$ cat config.mk
export PLATFORM = sky130hd
export DESIGN_NAME = reg_file
export DESIGN_NICKNAME = d
export VERILOG_FILES = /design/src/rtl/reg_file_pkg.sv /design/src/rtl/reg_file_rd_port.sv /design/src/rtl/reg_file.sv
export SDC_FILE = /design/constraint.sdc
export NUM_CORES = 1
export LEC_CHECK = 0
export BUFFER_PORTS_ARGS = -buffer_cell sky130_fd_sc_hd__buf_4
export CORE_ASPECT_RATIO = 0.75
export CORE_MARGIN = 1.5
export CORE_UTILIZATION = 30
export CTS_BUF_LIST = sky130_fd_sc_hd__clkbuf_8
export CTS_CLUSTER_DIAMETER = 60
export CTS_CLUSTER_SIZE = 10
export DETAILED_ROUTE_END_ITERATION = 8
export HOLD_SLACK_MARGIN = 0.08
export PLACE_DENSITY = 0.49
export SETUP_SLACK_MARGIN = 0.3
export SLEW_MARGIN = 40
export SYNTH_ARGS = -nofsm -noshare
export SYNTH_HDL_FRONTEND = slang
export SYNTH_SLANG_ARGS = --single-unit
$ cat constraint.sdc
create_clock -name clk -period 1.7 [get_ports clk]
set_input_delay 0.085 -clock clk [delete_from_list [all_inputs] [get_ports clk]]
set_output_delay 0.085 -clock clk [all_outputs]
set_load 0.01 [all_outputs]
$ cat src/rtl/reg_file_pkg.sv
// rtl/reg_file_pkg.sv - shared sizes, types and well-known register indices for the register file
package reg_file_pkg;

    localparam int DATA_W   = 32;
    localparam int ADDR_W   = 4;
    localparam int NUM_REGS = 16;

    typedef logic [ADDR_W-1:0] reg_addr_t;
    typedef logic [DATA_W-1:0] reg_data_t;

    // Flattened storage view handed to the read muxes
    typedef logic [NUM_REGS-1:0][DATA_W-1:0] reg_array_t;

    // Architectural register indices used by surrounding blocks
    localparam reg_addr_t REG_SP = 4'd13;
    localparam reg_addr_t REG_LR = 4'd14;
    localparam reg_addr_t REG_PC = 4'd15;

endpackage

$ cat src/rtl/reg_file_rd_port.sv
// rtl/reg_file_rd_port.sv - combinational NUM_REGS:1 read mux over the flattened register array
module reg_file_rd_port
    import reg_file_pkg::*;
(
    input  reg_array_t regs_i,
    input  reg_addr_t  addr_i,
    output reg_data_t  data_o
);

    // Pure mux: an address change shows up without any clock
    always_comb begin
        data_o = regs_i[addr_i];
    end

endmodule

$ cat src/rtl/reg_file.sv
// rtl/reg_file.sv - 16x32 register file, one synchronous write port, three combinational read ports
module reg_file
    import reg_file_pkg::*;
(
    input  logic      clk,
    input  logic      rst_n,
    input  logic      w_en,
    input  reg_addr_t w_addr,
    input  reg_data_t w_data,
    input  reg_addr_t A_addr,
    input  reg_addr_t B_addr,
    input  reg_addr_t shift_addr,
    output reg_data_t A_data,
    output reg_data_t B_data,
    output reg_data_t shift_data
);

    reg_array_t regs_q;
    reg_array_t regs_d;

    // Next-state: only the addressed register takes the write data; no register is hardwired
    always_comb begin
        regs_d = regs_q;
        if (w_en) begin
            regs_d[w_addr] = w_data;
        end
    end

    // Storage: asynchronous clear wins over any write in the same cycle
    always_ff @(posedge clk or negedge rst_n) begin
        if (!rst_n) begin
            regs_q <= '0;
        end else begin
            regs_q <= regs_d;
        end
    end

    // Read ports read the stored array directly, so there is no write-to-read bypass
    reg_file_rd_port u_rd_a (
        .regs_i (regs_q),
        .addr_i (A_addr),
        .data_o (A_data)
    );

    reg_file_rd_port u_rd_b (
        .regs_i (regs_q),
        .addr_i (B_addr),
        .data_o (B_data)
    );

    reg_file_rd_port u_rd_shift (
        .regs_i (regs_q),
        .addr_i (shift_addr),
        .data_o (shift_data)
    );

endmodule

# After elaboration in Yosys (flattened, before gate mapping)
# Index checks and enable logic that the tools add are counted.
dict set report op_classes {
  eq_ne 0
  n_shift 0
  add_sub_neg 0
  muxes 9
  n_div 0
  bitwise 0
  n_reduce_logical 1
  mul 0
  order_cmp 5
}
# op count
set ops {}
lappend ops {{bitwise mux 512 bit} 1}
lappend ops {{binary-select mux 32 bit (select 4 bit)} 3}
lappend ops {{demux 32 bit (select 4 bit)} 1}
lappend ops {{two-way mux 32 bit} 4}
lappend ops {{< comparator 4 x 5 -> 1 bit, second input constant} 4}
lappend ops {{greater-or-equal comparator 4 x 1 -> 1 bit, second input constant} 1}
lappend ops {{logical AND 1 bit} 1}
dict set report word_totals {
  memories 0
  latch_bits 0
  word_cells 31
  inputBits 51
  rom_bits 0
  ff_bits 512
  mem_bits_rw 0
  out_inout_bits 96
}

# Longest topological paths before layout
dict set report depth {
  word_depth 5
  ltp_mapped 5
  ltp_nobuf 3
}

# Cells and area by module
# Synthesis repeated with hierarchy kept, for this count alone.
dict set report hier_totals {
  hier_cells 1947
  hier_area_um2 30276.5
}
# mod seq_area_each_um2 instances cells_each area_each_um2
set modules_own_cells {}
lappend modules_own_cells {reg_file 12812.3 1 1134 19090.8}
lappend modules_own_cells {reg_file_rd_port 0.0 3 271 3728.6}

# Worst setup path before layout
# Ideal clock, no wire load.
dict set report synth_path {
  path_type {input to output}
  from {input A_addr[0]}
  to {output A_data[0]}
  required_ps 1615
  slack_ps 180
  stages 5
  arrival_ps 1435
  path_cell_list {buf_2 buf_2 mux4_2 a22oi_1 nand2_1}
}
dict set report synth_via {
  elab_chain_len 2
}
# element line
set synth_lines {}
lappend synth_lines {{start: declaration} reg_file.sv:10} ;# input reg_addr_t A_addr,
lappend synth_lines {{binary-select mux 32 bit (select 4 bit)} reg_file_rd_port.sv:12} ;# data_o = regs_i[addr_i];
lappend synth_lines {{two-way mux 32 bit (implied by the code)} reg_file_rd_port.sv:12}
lappend synth_lines {{end: declaration} reg_file.sv:13} ;# output reg_data_t A_data,
# Every way passes these cells. The select of a mux whose other input is x is not followed.

# Worst setup path after layout
dict set report layout_path {
  from {register regs_q[101] (netlist bit)}
  to {output A_data[5]}
}
dict set report layout_via {
  elab_chain_len 2
}
# element line
set layout_lines {}
lappend layout_lines {{start: declaration} reg_file.sv:18} ;# reg_array_t regs_q;
lappend layout_lines {{start signal: assignment} reg_file.sv:34} ;# regs_q <= regs_d;
lappend layout_lines {{binary-select mux 32 bit (select 4 bit)} reg_file_rd_port.sv:12}
lappend layout_lines {{two-way mux 32 bit (implied by the code)} reg_file_rd_port.sv:12}
# Every way passes these cells. The select of a mux whose other input is x is not followed.

==> flow_summary.yaml <==
run:
  maxCapViolCount: 0
critical_path:
  critPathLaunchType: "flip-flop"
  arrival_ns: 2.20
  path_cells: "mux4_2 -> a22oi_2 -> nand2_2 -> buf_6"
  r2r_cells: 2
  cp.required_ns: 1.62
  endpoint_kind: "primary output"
  setup.worst_path.class: "flip-flop to primary output"
  cp_max_fo: 4
  crit_slowest_cell: "mux4_2"
  critPathMaxStageDelay_ns: 0.51
synthesis:
  ys_ff_latch: 512
  synth_adder_area_share: 0
  ys_warn_count: 0
  synthMuxAreaShare: 0.478
  synth_cells: 1947
  synth_compound_area_frac: 0.0478
  yosys.area.top_type_share: 0.425
  syn_nets: 1998
  yosys.area_share.simple: 0.0185
  synth_top_area_cell: "dfrtp_1"
  synth-seq-area-share: 0.425
  synthTopCellsByArea: "dfrtp_1, mux4_2, mux2_2, a22oi_1, mux2_1"
  netlist_area_um2: 30100
  synth.distinct_cells: 18
  synth_area_per_cell_um2: 15.5
  synth_top_family_by_area: "multiplexers"
  synth_xor_area_frac: 0
final_layout:
  diodes: 0
  layout-drive-gt1-share: 0.696
  area_growth_pct: 25.6
  final_common_cell: "dfrtp_1"
  nNetsFinal: 2239
  layout_common_cells: "dfrtp_1, mux2_2, mux4_2, a22oi_2, buf_4"
  top_register: "regs_q"
  largest_reg_flops: 512
  reg_top3: "regs_q: 512 flops"
cts:
  cts_tree: "done"
  cts-root-buf: "clkbuf_8"
  clock_latency_ns: 0.70
  cts_buffer_depth: 3
  cts-htree-levels: 2
  cts_buffers: 61
  clkTransAtPathRegs_ns: 0.08
  cts_sinks: 512
sta:
  finalClockSkew_ns: 0
  fin_crit_sh: 1.35
  slew_viol_final: 0
  worst_pin_slew_ns: 0.570
  slew_headroom: 0.620
  hold_viol_final: 0
  fmax_ghz: 0.437
  setup_slack_ns: -0.588
  setup_violations: 97
  timing.final.crit_period_ns: 2.29
  rsz0062_at_grt: "true"
global_routing:
  grt_max_degree: 68
  grt_overflow_total: 0
  grt_usage: 0.209
  grt_pass1_vias: 21870
  grt_antenna_before_repair: 3
  grt_pass1_wl_mm: 158
drt:
  finalWirelength_mm: 107
  ant_nets: 0
  first_iter_violations: 1616
  drc_errors: 0
  vias: 20687
  viasPerCell: 5.85
  first_pass_iters: 5
  wl_per_cell_um: 30.2
placement:
  place_hpwl_mm: 68.2
  pre_cts_slack_ns: -0.0998
  port_buffers: 146
  gp_congestion: 0.806
power:
  swShare: 0.323
  switchingPower_mw: 12.8
  p_leak_nw: 14.9
  p_int_mw: 27.0
  peakVddDrop_v: 0.000696
  finalPower_mw: 39.8
  comb_power_share: 0.342
  p_per_area_nw_per_um2: 1050
  p_clk_frac: 0.209
  power_frac_seq: 0.449
die:
  core.rowCount: 100
  die_h_um: 278
  num_io_pins: 147
  die_x_um: 369
  dieArea_um2: 102000
  core-area_um2: 99300
  initial_core_util: 0.303
outcome:
  failed_checks: "setup timing"
  status: "finished, violations left"
min_path:
  hp-class: "primary input to flip-flop"
  min_path_cells: 5
-- worst max-delay path: cells and delay by family, from the launching register on --
kind / cells / cell delay [ns]
compound gates: 1 / 0.21
buf+inv: 1 / 0.17
mux: 1 / 0.51
simple gates: 1 / 0.17
flops: 1 / 0.44
-- cells in the mapped netlist (all sizes together) --
master  number
nor2b        6
mux2       512
nand3        1
dfrtp      512
a22oi      192
and3         1
nand2       98
clkbuf     121
nand3b       4
nor3b        1
mux4       384
nand2b       2
or3          3
and2         3
buf         94
nor2        13
-- cells by family after synthesis --
logic type      count (synthesis)
compound gates                192
buf+inv                       215
simple gates                  132
mux                           896
flops                         512
-- area by class of cell --
type | instances | area (um^2)
clock buffer | 68 | 936
fill | 9280 | 61500
multi-input combinational | 1220 | 17600
clock inverter | 15 | 72.6
sequential | 512 | 12800
timing repair buffer | 393 | 4770
tap | 1326 | 1660
-- power groups by stage --
stage	registers [mW]	logic, mW	clock network (mW)
2_1_floorplan	16.9	8.43	0
3_3_place_gp	17.7	11.9	0
3_5_place_dp	18.0	12.2	0
4_1_cts	17.7	13.5	8.66
5_1_grt	18.3	14.4	9.11
6_report	17.9	13.6	8.32
-- per-stage QoR --
step                      instances  hold WS (ns)  area (um^2)  utilization  setup TNS, ns
after floorplan                1947        -0.211        30300            -              0
after global placement         3401        0.0202        35000        0.352          -1.39
after detailed placement       3401        0.0229        35000        0.352          -1.61
after CTS                      3525        0.0851        37600        0.379         -48.94
after global routing           3534         0.138        37800        0.381         -50.09
final                          3534         0.137        37800        0.381         -42.46
-- per-layer routing --
layer / global-route usage / wire length [um] / vias up
met4: 0.0647 / 3410 / 6
met1: 0.299 / 47100 / 11360
met2: 0.321 / 49400 / 822
li1: - / - / 8296
met5: 0 / 31 / -
met3: 0.0372 / 6890 / 203
-- timing repair --
action,in CTS,in global routing
pin swaps,218,28
hold buffers,38,4
endpoints found under the setup margin,96,112
setup buffers,3,7
hold endpoints to repair,1024,11
resized for setup,297,37
-- final timing paths --
check / startpoint / endpoint / slack (ns)
setup / recovery: regs_q[101] / A_data[5] / -0.59
hold / removal: w_addr[0] / regs_q[28] / 0.14
setup reg to reg: regs_q[281] / regs_q[281] / 0.33
hold reg to reg: regs_q[406] / regs_q[406] / 0.54
max in group asynchronous: rst_n / regs_q[424] / 0.63
min in group asynchronous: rst_n / regs_q[343] / 0.62
(Power assumes the default switching activity.)
